$ cat src/rtl/fx_pkg.sv
// Shared fixed-point helpers: divider FSM states, saturation limits, numerator width.
package fx_pkg;

    typedef enum logic [1:0] {StIdle, StCalc, StDone} fx_state_e;

    // Numerator width: dividend bits plus the divisor's fractional pre-shift.
    function automatic int unsigned num_width(input int unsigned dw, input int unsigned frac);
        return dw + frac;
    endfunction

    // Largest positive value of a w-bit signed number.
    function automatic logic [63:0] sat_pos(input int unsigned w);
        return (64'd1 << (w - 1)) - 64'd1;
    endfunction

    // Magnitude of the most negative w-bit signed number.
    function automatic logic [63:0] sat_neg_mag(input int unsigned w);
        return 64'd1 << (w - 1);
    endfunction

endpackage

$ cat src/rtl/fx_sat.sv
// Sign-magnitude to two's complement with saturation; ovf flags a clamped result.
module fx_sat
    import fx_pkg::*;
#(
    parameter int unsigned MAG_W = 33,
    parameter int unsigned OUT_W = 32
) (
    input  logic [MAG_W-1:0] mag,
    input  logic             neg,
    output logic [OUT_W-1:0] val,
    output logic             ovf
);

    localparam logic [MAG_W-1:0] PosLim = MAG_W'(sat_pos(OUT_W));
    localparam logic [MAG_W-1:0] NegLim = MAG_W'(sat_neg_mag(OUT_W));

    logic [MAG_W-1:0] mag_neg;
    assign mag_neg = -mag;

    always_comb begin
        ovf = 1'b0;
        val = OUT_W'(mag);
        if (neg) begin
            if (mag > NegLim) begin
                ovf = 1'b1;
                val = OUT_W'(NegLim);
            end else begin
                val = OUT_W'(mag_neg);
            end
        end else if (mag > PosLim) begin
            ovf = 1'b1;
            val = OUT_W'(PosLim);
        end
    end

endmodule

$ cat src/rtl/div_sfx_ufx.sv
// Iterative signed / unsigned fixed-point divider, one quotient bit per cycle.
// Define DIV_SFX_UFX_ROUND_EN to round half away from zero instead of truncating.
module div_sfx_ufx
    import fx_pkg::*;
#(
    parameter int unsigned DW_A   = 32,
    parameter int unsigned DW_B   = 8,
    parameter int unsigned FRAC_B = 0
) (
    input  logic            clk,
    input  logic            rst_n,
    input  logic            in_valid,
    output logic            in_ready,
    input  logic [DW_A-1:0] a,
    input  logic [DW_B-1:0] b,
    output logic            out_valid,
    input  logic            out_ready,
    output logic [DW_A-1:0] q,
    output logic            ovf,
    output logic            dz
);

    localparam int unsigned N  = num_width(DW_A, FRAC_B);
    localparam int unsigned CW = $clog2(N + 1);
    localparam int unsigned RW = DW_B + 1;

    fx_state_e       state_q, state_d;
    logic [CW-1:0]   cnt_q, cnt_d;
    logic [N-1:0]    num_q, num_d;
    logic [N-1:0]    quo_q, quo_d;
    logic [DW_B-1:0] rem_q, rem_d;
    logic [DW_B-1:0] b_q, b_d;
    logic            neg_q, neg_d;
    logic            zdiv_q, zdiv_d;
    logic [DW_A-1:0] q_q, q_d;
    logic            ovf_q, ovf_d;
    logic            dz_q, dz_d;

    logic [DW_A-1:0] abs_a;
    logic [RW-1:0]   rem_sh;
    logic            ge;
    logic [DW_B-1:0] rem_nx;
    logic [N-1:0]    quo_nx;
    logic            rnd_inc;
    logic [N:0]      mag;
    logic [DW_A-1:0] sat_val;
    logic            sat_ovf;

    assign abs_a  = a[DW_A-1] ? -a : a;
    assign rem_sh = {rem_q, num_q[N-1]};
    assign ge     = rem_sh >= {1'b0, b_q};
    // Restored remainder is always below b, so it fits back into DW_B bits.
    assign rem_nx = ge ? DW_B'(rem_sh - {1'b0, b_q}) : DW_B'(rem_sh);
    assign quo_nx = (quo_q << 1) | N'(ge);

`ifdef DIV_SFX_UFX_ROUND_EN
    assign rnd_inc = {rem_nx, 1'b0} >= {1'b0, b_q};
`else
    assign rnd_inc = 1'b0;
`endif

    assign mag = {1'b0, quo_nx} + (N + 1)'(rnd_inc);

    fx_sat #(
        .MAG_W(N + 1),
        .OUT_W(DW_A)
    ) u_sat (
        .mag(mag),
        .neg(neg_q),
        .val(sat_val),
        .ovf(sat_ovf)
    );

    always_comb begin
        state_d = state_q;
        cnt_d   = cnt_q;
        num_d   = num_q;
        quo_d   = quo_q;
        rem_d   = rem_q;
        b_d     = b_q;
        neg_d   = neg_q;
        zdiv_d  = zdiv_q;
        q_d     = q_q;
        ovf_d   = ovf_q;
        dz_d    = dz_q;
        unique case (state_q)
            StIdle: begin
                if (in_valid) begin
                    state_d = StCalc;
                    cnt_d   = CW'(N);
                    num_d   = N'(abs_a) << FRAC_B;
                    quo_d   = '0;
                    rem_d   = '0;
                    b_d     = b;
                    neg_d   = a[DW_A-1];
                    zdiv_d  = (b == '0);
                end
            end
            StCalc: begin
                num_d = num_q << 1;
                quo_d = quo_nx;
                rem_d = rem_nx;
                cnt_d = cnt_q - CW'(1);
                if (cnt_q == CW'(1)) begin
                    state_d = StDone;
                    dz_d    = zdiv_q;
                    if (zdiv_q) begin
                        q_d   = neg_q ? DW_A'(sat_neg_mag(DW_A)) : DW_A'(sat_pos(DW_A));
                        ovf_d = 1'b0;
                    end else begin
                        q_d   = sat_val;
                        ovf_d = sat_ovf;
                    end
                end
            end
            StDone: begin
                if (out_ready) state_d = StIdle;
            end
            default: state_d = StIdle;
        endcase
    end

    always_ff @(posedge clk or negedge rst_n) begin
        if (!rst_n) begin
            state_q <= StIdle;
            cnt_q   <= '0;
            num_q   <= '0;
            quo_q   <= '0;
            rem_q   <= '0;
            b_q     <= '0;
            neg_q   <= 1'b0;
            zdiv_q  <= 1'b0;
            q_q     <= '0;
            ovf_q   <= 1'b0;
            dz_q    <= 1'b0;
        end else begin
            state_q <= state_d;
            cnt_q   <= cnt_d;
            num_q   <= num_d;
            quo_q   <= quo_d;
            rem_q   <= rem_d;
            b_q     <= b_d;
            neg_q   <= neg_d;
            zdiv_q  <= zdiv_d;
            q_q     <= q_d;
            ovf_q   <= ovf_d;
            dz_q    <= dz_d;
        end
    end

    assign in_ready  = (state_q == StIdle);
    assign out_valid = (state_q == StDone);
    assign q         = q_q;
    assign ovf       = ovf_q;
    assign dz        = dz_q;

endmodule

$ cat config.mk
export PLATFORM = sky130hd
export DESIGN_NAME = div_sfx_ufx
export DESIGN_NICKNAME = d
export VERILOG_FILES = /design/src/rtl/fx_pkg.sv /design/src/rtl/fx_sat.sv /design/src/rtl/div_sfx_ufx.sv
export SDC_FILE = /design/constraint.sdc
export NUM_CORES = 1
export LEC_CHECK = 0
export ABC_AREA = 0
export BUFFER_PORTS_ARGS = -buffer_cell sky130_fd_sc_hd__clkbuf_2
export CORE_ASPECT_RATIO = 1.5
export CORE_MARGIN = 5
export CORE_UTILIZATION = 40
export DETAILED_ROUTE_END_ITERATION = 16
export PLACE_DENSITY = 0.64
export SLEW_MARGIN = 10
export SYNTH_ARGS = -nofsm -noshare
export SYNTH_HDL_FRONTEND = slang
export SYNTH_SLANG_ARGS = --single-unit
export TNS_END_PERCENT = 50
$ cat constraint.sdc
create_clock -name clk -period 4.7 [get_ports clk]
set_input_delay 0.235 -clock clk [delete_from_list [all_inputs] [get_ports clk]]
set_output_delay 0.235 -clock clk [all_outputs]
set_load 0.01 [all_outputs]
# Word-level counts from Yosys, hierarchy flattened
# Index checks and enable logic that the tools add are counted.
dict set report word_totals {
  ff_bits 123
  out_inout_bits 36
  word_cells 55
}
dict set report classes {
  n_reduce_logical 7
  bitwise 1
  n_addsub 4
  n_mux 23
  n_lt_le_gt_ge 3
  n_eq_ne 6
}
# op n
set ops {}
lappend ops {{$mux W32} 7}
lappend ops {{$neg A32 Y32} 2}
lappend ops {{$pmux W32 S2} 1}
lappend ops {{$pmux W31 S2} 1}
lappend ops {{$gt A32 B31 Y1 const B} 1}
lappend ops {{$gt A32 B32 Y1 const B} 1}
lappend ops {{$or A32 B1 Y32} 1}
lappend ops {{$mux W31} 1}
lappend ops {{$mux W8} 2}
lappend ops {{$pmux W8 S2} 1}
lappend ops {{$pmux W6 S2} 1}
lappend ops {{$ge A9 B8 Y1} 1}
lappend ops {{$logic_not A8 Y1} 1}
lappend ops {{$sub A8 B8 Y8} 1}
lappend ops {{$eq A6 B1 Y1 const B} 1}
lappend ops {{$mux W2} 3}
lappend ops {{$mux W6} 1}
lappend ops {{$pmux W2 S3} 1}
lappend ops {{$reduce_and A2 Y1} 3}
lappend ops {{$sub A6 B1 Y6 const B} 1}
lappend ops {{$mux W1} 4}
lappend ops {{$ne A2 B2 Y1 const B} 2}
lappend ops {{$reduce_and A3 Y1} 1}
lappend ops {{$eq A2 B1 Y1 const B} 1}
lappend ops {{4 further kinds} 4}

# Logic depth before layout (Yosys ltp)
# Gate-level depths: netlist of the first run.
dict set report depth {
  word_depth 6
  mapped_depth 16
  mapped_depth_nobuf 14
}

# Modules after synthesis
# From an unflattened synthesis of the first run, not the netlist that was laid out.
dict set report hier_totals {
  hier_cells 931
  hier_area_um2 7772.5
}
# module cells_per_inst seq_area_each_um2 n_inst area_per_inst_um2
set by_module_without_submodules {}
lappend by_module_without_submodules {div_sfx_ufx 715 3078.0 1 6454.9}
lappend by_module_without_submodules {fx_sat 216 0.0 1 1317.5}

# Least setup slack after synthesis of the first run
# OpenSTA, ideal clock, no wires.
dict set report synth_timing {
  path_kind {register -> register}
  startpoint {register rem_q[3]}
  endpoint {register q_q[19], in the netlist q[19]}
  t_required_ps 4601
  path_stages_with_launch 15
  path_slack_ps 1094
  setup_time_ps 99
  synth_period_minus_slack_ps 3606
  t_arrival_ps 3506
  n_path_buf 2
  cell_sequence {dfrtp_1 -> ha_1 -> a21o_1 -> a2111oi_0 -> nand2_1 -> inv_2 -> buf_1 -> ha_1 -> nand4_4 -> nor3_4 -> a31o_2 -> and2_4 -> buf_6 -> a211oi_1 -> a311oi_1}
}
dict set report synth_between {
  elab_chain_cells 6
  word_cells_on_any_way 9
}
# element line
set synth_rtl {}
lappend synth_rtl {{from (decl)} div_sfx_ufx.sv:31} ;# logic [DW_B-1:0] rem_q, rem_d;
lappend synth_rtl {{from (signal assigned)} div_sfx_ufx.sv:141} ;# rem_q <= rem_d;
lappend synth_rtl {{$ge A9 B8 Y1 (*)} div_sfx_ufx.sv:51} ;# assign ge = rem_sh >= {1'b0, b_q};
lappend synth_rtl {{$or A32 B1 Y32 (*)} div_sfx_ufx.sv:54} ;# assign quo_nx = (quo_q << 1) | N'(ge);
lappend synth_rtl {{$neg A32 Y32 (tied with other cells)} fx_sat.sv:18} ;# assign mag_neg = -mag;
lappend synth_rtl {{$mux W32, on equally long branches} {fx_sat.sv:24, fx_sat.sv:30}}
lappend synth_rtl {{$mux W32 (*)} fx_sat.sv:23} ;# if (neg) begin
lappend synth_rtl {{$mux W32 (*)} div_sfx_ufx.sv:107} ;# if (zdiv_q) begin
lappend synth_rtl {{to (signal assigned)} div_sfx_ufx.sv:145} ;# q_q <= q_d;
lappend synth_rtl {{to (decl)} div_sfx_ufx.sv:35} ;# logic [DW_A-1:0] q_q, q_d;
# Every way passes the cells marked *; elsewhere a longest branch is shown, timed or not.
# A chain may end at the register's enable or synchronous reset.

# Worst setup path in the final report of the first run
# Same ends and word-level chain as after synthesis.

==> impl_results.md, run 1 <==
* Vias in the first global route at 6306
* Die Ht at approximately 170 um
* Number of flops mapped to enable cells by yosys at 0
* Async SR Flop Fraction at 1.00
* # IOs at 80
* Crit-path max FO at 18
* Worst Path Arrival at 4.16 ns
* Post-synth top cells: o21ai_0 (124), dfrtp_1 (123), nand2_1 (112)
* Synthesized area at roughly 7100 sq um
* Routed vias at approximately 6300
* Top post-synthesis cells by area: dfrtp_1 (43%), o21ai_0 (8.7%), nand2_1 (5.9%), a21oi_1 (4.6%), xor2_1 (3.3%)
* Maximum clock rate at 0.260 GHz
* Final GP Congestion at 0.940
* Final period util at 0.817
* Yosys warning total at 0
* Tot GR Track Use at 0.187
* Die area at slightly above 20000 sq um
* Crit path capture type: flop
* Final max-slew violation count at 0
* Outcome: finished, final reports clean
* Clock transition at path regs at about 0.060 ns
* Share of cells above drive strength 1 at 0.164
* Mean Syn Cell Area at 8.50 sq um
* GRT overflow at 0
* H-tree depth at 4
* FF+latch count, synth at between 100 and 150
* Mapped Cells at 841
* Yosys top cell by area: dfrtp_1
* TritonCTS clock tree: yes
* Worst skew pair latency at 0.41 ns
* Setup-failing EPs final at 0
* Max Cap Violations at 0
* Hpwl dp at 13200 um
* Post-CTS Setup Bufs at 0
* Worst setup SP type: flop
* Final hold vios at 0
* # clock sinks at 123
* Largest net degree at the start of global routing at 80
* Core box area at 17800 sq um
* Residual DRC at 0
* Min Tclk post-route at slightly below 4 ns
* Ys flop type: dfrtp_1
* Router iterations before antenna repair at 7
* 1st-iter DRT viols at roughly 310
* Final #Nets at 949
* Initial Utilization at 0.402
* Crit Path Class: reg -> reg
* Worst VDD drop at 0.303 mV
* Setup_tns at 0 ns
* PortBufs at 79
* Die W at roughly 120 um
* Number of distinct library cells after synthesis at 61
* Root Driver: clkbuf_16
* Worst slew pin tran at ~1.1 ns
* First-pass GRT wire length at 31900 um
* Site row count at 60
* Drt wl/cell at 16.8 um
* Unrepaired setup endpoints after global routing: no
* Count leader, synth: o21ai_0
* LEAKAGE at approximately 3.6 nW
* Cts bufs inserted at 17
* Net count after synthesis at 898
* Critical Path RT at approximately 5 ns
* Diode count at 0
* Via-to-Cell Ratio at 5.60
* Worst slew margin at 0.255
* Initial antenna violation count at 0
* P per Cell Area at 706 nW/um^2
* Layout area overhead at 16.0%
* Drt total wl at 18900 um
* Area share of the largest cell type after synthesis at 0.431
* Clock Skews at 0.0112 ns
* Seq/Total Area, Yosys at 0.431
* CTS max path bufs at 2
* Min-Delay Path Class: in -> reg
* Final core occ at 0.466
* Antenna-violating nets left at 0
## power breakdown
| part | leakage (nW) | switching, W | internal (W) |
|---|---|---|---|
| registers | 1.56 | 0.000478 | 0.00154 |
| logic | 1.74 | 0.00151 | 0.00100 |
| clock network | 0.292 | 0.000471 | 0.000857 |
| total | 3.59 | 0.00246 | 0.00339 |
## through the flow
stage	setup slack [ns]	area [sq um]	power [W]	hold WS [ns]	instances
6_report	0.859	8290	0.00585	0.0366	1122
3_5_place_dp	0.889	7670	0.00453	0.0245	1089
5_1_grt	0.501	8290	0.00635	0.0351	1122
3_3_place_gp	1.02	7670	0.00448	0.0261	1089
4_1_cts	0.881	8290	0.00589	0.0186	1122
2_1_floorplan	1.09	7150	0.00378	-0.0606	841
## cells by family (layout without fill, tap and decap cells)
kind of cell | Yosys count | after routing | synth area share
AO/OA/AOI/OAI | 248 | 248 | 0.198
XOR/XNOR | 39 | 39 | 0.0478
adder cells (fa/ha/maj) | 13 | 13 | 0.0238
buffers and inverters | 78 | 142 | 0.0425
flip-flops | 123 | 123 | 0.431
multiplexers | 18 | 18 | 0.0254
AND/OR/NAND/NOR | 322 | 322 | 0.232
## cells in the final DEF, fill, tap and decap left out, types with 4 or more instances in the layout
cell type,Yosys,final
o21ai_0,124,124
dfrtp_1,123,123
nand2_1,112,112
clkbuf_2,1,78
a21oi_1,65,65
nor2_1,59,58
nor3_1,31,31
xor2_1,27,27
nand3_1,23,23
inv_1,19,19
nor2b_1,20,19
mux2i_1,17,17
clkbuf_16,0,17
a22o_1,16,16
nor4_1,14,14
or3_1,14,14
a22oi_1,13,13
xnor2_1,12,12
ha_1,12,12
buf_4,0,11
o31ai_1,6,6
and3_1,5,5
or4_1,5,5
nor3b_1,5,5
clkinv_2,0,5
a21o_1,4,4
or4_4,4,4
or2_2,4,4
a31oi_1,4,4
## critical path, cell delays in order, from the launching register on
cell	delay, ns
dfrtp_1	0.40
ha_1	0.38
a21o_1	0.22
a2111oi_0	0.42
nand2_1	0.14
inv_2	0.30
ha_1	0.36
nand4_4	0.22
nor3_4	0.34
a31o_2	0.38
and2_4	0.25
a211oi_1	0.09
a311oi_1	0.25
## final cells by class
class                   count  area (sq um)
inverters                  20          75.1
well taps                 217           272
clock inverters            12           146
repair buffers             90           483
clock buffers              20           457
flip-flops and latches    123          3080
multi-input cells         640          3780
fillers                  1736          9500
## sequential cells by signal, summed over array words and instances (netlist names), 2 cells and up
register	flops
q	32
num_q	32
cnt_q	6
state_q	2
rem_q	8
quo_q	31
b_q	8
## final timing paths
path | cells after the start | slack [ns] | startpoint | endpoint
worst max register to register | 12 | 0.86 | rem_q[3] | q[19]
worst min-delay path | 2 | 0.04 | out_ready | state_q[1]
worst max-delay path | 12 | 0.86 | rem_q[3] | q[19]
worst min register to register | 2 | 0.47 | ovf | ovf
max in group asynchronous | 3 | 3.38 | rst_n | rem_q[5]
min in group asynchronous | 2 | 0.15 | rst_n | q[10]
## timing repair
item	4_1_cts	5_1_grt
gates resized for setup	0	0
hold endpoints to repair	44	0
hold buffers	1	0
## routing by layer
metal / vias up / global-route usage / share of wire
met5: - / 0 / 0
met4: 0 / 0.0754 / 0.028
met3: 36 / 0.0343 / 0.040
met2: 170 / 0.321 / 0.51
met1: 2989 / 0.232 / 0.43
li1: 3087 / - / -
Note: power is estimated with default switching activity, not from simulation.
==> inputs of run 2 (changes only) <==
==> constraint.sdc (replaced) <==
create_clock -name clk -period 3.8 [get_ports clk]
set_input_delay 0.19 -clock clk [delete_from_list [all_inputs] [get_ports clk]]
set_output_delay 0.19 -clock clk [all_outputs]
set_load 0.01 [all_outputs]
==> run 2 against run 1 <==
  * Worst hold slack lost 0.020 ns
  * Clock skew fell by 0.0019 ns
  * Sequential share of layout area shrank 0.28 points
  * Clock power grew 18%
  * Sequential cell count unchanged
  * Sequential power increased by 24%
  * Clock-buffer cell count is 3 higher
  * Critical path depth unchanged
  * Utilization up 0.35 points
  * Die area did not move
  * Global-route usage is 0.22 points higher
  * Fmax is 9.0% higher
  * Critical path type unchanged
==> impl_results.md, run 2 (synthesis results as in run 1) <==
* Outcome: finished, final reports clean
* PortBufs at 79
* Final #Nets at 960
* Root Driver: clkbuf_16
* Layout area overhead at 16.8%
* Die Ht at 174 um
* Residual DRC at 0
* TritonCTS clock tree: yes
* Worst skew pair latency at around 0.42 ns
* Post-CTS Setup Bufs at 0
* Via-to-Cell Ratio at 5.53
* Clock transition at path regs at approximately 0.05 ns
* GRT overflow at 0
* Final period util at 0.928
* Unrepaired setup endpoints after global routing: no
* Final max-slew violation count at 0
* Switching portion of total power at 0.421
* Share of cells above drive strength 1 at 0.165
* Routed wl met2 at 9670 um
* Top cell by count, worst path: ha_1
* Setup-failing EPs final at 0
* Routed vias at 6261
* Initial antenna violation count at 0
* # IOs at 80
* 1st-iter DRT viols at about 390
* Vias in the first global route at 6273
* Critical Path RT at 4.12 ns
* Reg2reg setup slack at 0.28 ns
* Min-Delay Path Class: in -> reg
* Buf/Inv on CP at 1
* Router iterations before antenna repair at 5
* Site row count at 60
* Max Cap Violations at 0
* First-pass GRT wire length at 31900 um
* Min-Delay Endpoint: b_q[4]
* Worst setup SP type: flop
* Antenna-violating nets left at 0
* Slowest cell on the critical path: a2111oi_0
* P per Cell Area at 865 nW/um^2
* Worst VDD drop at 0.317 mV
* Comb power frac at 0.436
* Largest net degree at the start of global routing at just over 70
* Post-Route M1 WL at 8120 um
* Maximum clock rate at 0.284 GHz
* Worst setup margin at 0.275 ns
* Final hold vios at 0
* Slowest stage delay, CP at 0.43 ns
* Top Layer Used: met4
* Diode count at 0
* R2r startpoint: rem_q[3]
* Cts bufs inserted at 17
* Tot GR Track Use at 0.190
* Worst Path Arrival at a little under 4 ns
* Drt wl/cell at 16.8 um
* Commonest non-fill, non-tap cell in the layout: o21ai_0
* Flop pwr share at 0.347
* Drt total wl at 19000 um
* Crit path capture type: flop
* LEAKAGE at 3.63 nW
* Clock Skews at 0.00925 ns
* Worst r2r path cells at 12
* Delay-heaviest family, CP: compound AO/OA/AOI/OAI gates
* CTS max path bufs at 2
* Crit Path Class: reg -> reg
* Worst slew margin at 0.372
* # clock sinks at between 100 and 150
* Most frequent cells in the layout: o21ai_0 (124), dfrtp_1 (123), nand2_1 (112)
* Worst slew pin tran at 0.942 ns
* Core box area at 17800 sq um
* Reg2Reg Capture Point: q[19]
* Setup WS pre-CTS at 0.290 ns
* Die area at between 20000 and 25000 sq um
* Die W at around 120 um
* Critical-path cell list: ha_1, a21o_1, a2111oi_0, nand2_1, inv_2, ha_1, nand4_4, nor3_4, a31o_2, and2_4, a211oi_1, a311oi_1
* Clock power frac at 0.217
* H-tree depth at 4
* Final GP Congestion at 0.922
* Hold depth at 3
* Initial Utilization at 0.402
* Hpwl dp at 13500 um
* Internal at 0.00418 W
* Net switching power figure at just over 0.003 W
* DR WL met3 at 754 um
* Crit-path max FO at 12
* Min Tclk post-route at 3.52 ns
* HP Start: b[4]
* Setup_tns at 0 ns
run 2: stage by stage:
stage	power, W	util	area [sq um]	cells	hold slack [ns]
2_1_floorplan	0.00467	-	7150	841	-0.106
3_3_place_gp	0.00561	0.434	7720	1095	0.390
3_5_place_dp	0.00567	0.434	7720	1095	0.385
4_1_cts	0.00729	0.469	8350	1132	0.00621
5_1_grt	0.00780	0.469	8350	1132	0.0394
6_report	0.00722	0.469	8350	1132	0.0168
run 2: routing by layer:
| layer | vias up | GRT usage |
|---|---|---|
| met5 | - | 0 |
| met3 | 35 | 0.0379 |
| met2 | 175 | 0.325 |
| met1 | 2939 | 0.233 |
| met4 | 0 | 0.0735 |
| li1 | 3112 | - |
run 2: layout make-up:
class                   count  area, sq um
multi-input cells         640         3780
repair buffers            101          578
flip-flops and latches    123         3080
well taps                 217          272
clock inverters             8         92.6
fillers                  1738         9440
inverters                  20         75.1
clock buffers              23          478
run 2: tightest hold or removal path, cell delays in order:
cell      delay, ns
clkbuf_2       0.09
nand2_1        0.05
o21ai_0        0.06
run 2: power groups by stage:
stage	registers, W	logic [W]	clock network [W]
final	0.00250	0.00315	0.00157
after global routing	0.00258	0.00355	0.00168
after CTS	0.00250	0.00318	0.00161
after detailed placement	0.00251	0.00315	0
after global placement	0.00250	0.00311	0
after floorplan	0.00232	0.00236	0
run 2: what timing repair did:
item,4_1_cts,5_1_grt
endpoints found under the hold margin,74,0
gates resized for setup,0,0
hold buffers,6,0
run 2: worst max path at each step:
stage / start / to / slack (ns) / depth (start not counted)
6_report: rem_q[3] / q[19] / 0.28 / 12
3_5_place_dp: rem_q[3] / q[19] / 0.29 / 12
5_1_grt: rem_q[3] / q[27] / 0.03 / 12
4_1_cts: rem_q[3] / q[19] / 0.29 / 12
3_3_place_gp: rem_q[3] / q[19] / 0.38 / 12
2_1_floorplan: rem_q[3] / q[19] / 0.19 / 14
==> inputs of run 3 (changes only) <==
--- a/config.mk
+++ b/config.mk
@@ -8,10 +8,10 @@
 export ABC_AREA = 0
 export BUFFER_PORTS_ARGS = -buffer_cell sky130_fd_sc_hd__clkbuf_2
 export CORE_ASPECT_RATIO = 1.5
-export CORE_MARGIN = 5
-export CORE_UTILIZATION = 40
+export CORE_MARGIN = 8
+export CORE_UTILIZATION = 54
 export DETAILED_ROUTE_END_ITERATION = 16
-export PLACE_DENSITY = 0.64
+export PLACE_DENSITY = 0.83
 export SLEW_MARGIN = 10
 export SYNTH_ARGS = -nofsm -noshare
 export SYNTH_HDL_FRONTEND = slang
==> constraint.sdc (replaced) <==
create_clock -name clk -period 2.83 [get_ports clk]
set_input_delay 0.1415 -clock clk [delete_from_list [all_inputs] [get_ports clk]]
set_output_delay 0.1415 -clock clk [all_outputs]
set_load 0.01 [all_outputs]
==> run 3 against run 2 <==
  * Sequential share of layout area is 1.4 points lower
  * First-iteration DRC count shrank 4.1%
  * Non-clock buffer count rose by 26
  * Fmax grew 27%
  * Final cell count decreased by 2.7%
  * Critical path depth unchanged
  * Global-route usage rose by 4.7 points
  * Critical endpoint unchanged
  * Largest power group unchanged
==> impl_results.md, run 3 (synthesis results as in run 1) <==
* 1st-iter DRT viols at around 380
* Residual DRC at 0
* Slowest cell on the critical path: dfrtp_1
* Final Instance Count excl. Fillers at approximately 1100
* Max Cap Violations at 0
* Via-to-Cell Ratio at around 6
* Routed vias at 6610
* Worst slew margin at 0.319
* Vias in the first global route at 6714
* Min-Delay Path Class: in -> reg
* Outcome: finished, final reports clean
* Critical-path cell list: ha_4, and4b_2, a2111oi_4, nand2_2, inv_4, ha_4, nand4_4, nor3_4, a31o_4, and2_4, a211oi_2, a311oi_1
* P per Cell Area at 1210 nW/um^2
* Worst slew pin tran at 1.02 ns
* Final #Nets at 986
* Reg2reg setup slack at 0.06 ns
* PortBufs at 79
* Total power at 0.0105 W
* Slowest stage delay, CP at 0.42 ns
* Critical Path RT at 3.14 ns
* # clock sinks at 123
* HP Start: b[5]
* Final max-slew violation count at 0
* Crit-path max FO at 7
* Hpwl dp at 13600 um
* Drt total wl at 19700 um
* Worst setup SP type: flop
* Tot GR Track Use at 0.236
* Most frequent cells in the layout: dfrtp_1 (123), o21ai_0 (118), nand2_1 (110)
* Die W at 110 um
* Final period util at 0.979
* Initial Utilization at 0.552
* Unrepaired setup endpoints after global routing: yes
* Commonest non-fill, non-tap cell in the layout: dfrtp_1
* H-tree depth at 4
* Crit path capture type: flop
* R2r startpoint: rem_q[5]
* Crit Path Class: reg -> reg
* TritonCTS clock tree: yes
* Die area at 17200 sq um
* GRT overflow at 0
* Placed insts at about 1100
* Router iterations before antenna repair at 5
* Largest net degree at the start of global routing at 80
* Root Driver: clkbuf_16
* Worst skew pair latency at 0.42 ns
* Site row count at 51
* Antenna-violating nets left at 0
* Share of cells above drive strength 1 at 0.204
* Worst VDD drop at 0.659 mV
* Top cell by count, worst path: ha_4
* LEAKAGE at 3.80 nW
* Setup_tns at 0 ns
* Drt wl/cell at 17.9 um
* Maximum clock rate at 0.361 GHz
* Clock Skews at 0.00485 ns
* CTS max path bufs at 2
* Hold depth at 3
* Cts bufs inserted at 17
* Reg2Reg Capture Point: q[19]
* Clock transition at path regs at 0.05 ns
* Core box area at 13000 sq um
* Layout area overhead at 21.4%
* Final GP Congestion at 0.936
* Buf/Inv on CP at 1
* Final hold vios at 0
* Min-Delay Endpoint: b_q[5]
* Diode count at 0
* Setup-failing EPs final at 0
* # IOs at 80
* Final core occ at 0.670
* Initial antenna violation count at 0
* Worst Path Arrival at approximately 3.1 ns
* Delay-heaviest family, CP: simple AND/OR/NAND/NOR gates
* First-pass GRT wire length at 32700 um
* Die Ht at 157 um
* Worst r2r path cells at 12
* Min Tclk post-route at 2.77 ns
-- run 3: changes by cell type in the layout (fill, tap and decap cells not counted), sizes merged --
cell	before	now
buf	17	40
clkbuf	101	104
dlygate4sd3	6	9
clkinv	5	3
bufinv	2	3
clkinvlp	1	0
-- run 3: worst max-delay path by stage --
stage | start | cells after the start | slack (ns) | endpoint
final | rem_q[5] | 12 | 0.06 | q[19]
after global routing | rem_q[5] | 12 | -0.05 | q[19]
after CTS | rem_q[5] | 12 | 0.04 | q[24]
after detailed placement | rem_q[5] | 12 | 0.05 | q[24]
after global placement | b_q[6] | 13 | 0.14 | q[26]
after floorplan | b_q[6] | 15 | -0.12 | q[19]
-- run 3: area by class of cell --
cell class	count	area, sq um
flip-flops and latches	123	3080
repair buffers	127	781
fillers	1102	4280
well taps	159	199
clock buffers	26	529
inverters	20	77.6
clock inverters	6	105
multi-input cells	640	3910
-- run 3: per-stage QoR --
| step | setup slack [ns] | cell area [sq um] | hold slack, ns |
|---|---|---|---|
| floorplan | -0.125 | 7230 | -0.154 |
| global placement | 0.136 | 7850 | 0.354 |
| detailed placement | 0.0490 | 7850 | 0.356 |
| CTS | 0.0425 | 8580 | 0.00676 |
| global route | -0.0516 | 8670 | 0.0267 |
| finish | 0.0593 | 8670 | 0.00919 |
-- run 3: tightest hold or removal path: cells and delay by family --
| family | cells | cell delay, ns |
|---|---|---|
| compound gates | 1 | 0.09 |
| buf+inv | 1 | 0.09 |
| simple gates | 1 | 0.07 |
-- run 3: repair_timing --
action / CTS / global route
hold buffers: 9 / 0
endpoints found under the setup margin: 0 / 15
endpoints found under the hold margin: 84 / 0
gates resized for setup: 0 / 12
setup buffers: 0 / 6
-- run 3: where the power goes --
group          leakage [nW]  internal, W  switching, W
registers              1.56      0.00256      0.000742
logic                  1.92      0.00202       0.00287
clock network         0.316      0.00154      0.000761
total                  3.80      0.00612       0.00437
-- run 3: per-layer routing --
layer / share of wire / GRT usage / up-vias
met5: 0 / 0 / -
met4: 0.033 / 0.118 / 0
met3: 0.049 / 0.0377 / 52
met2: 0.53 / 0.411 / 199
met1: 0.39 / 0.271 / 3204
li1: - / - / 3155
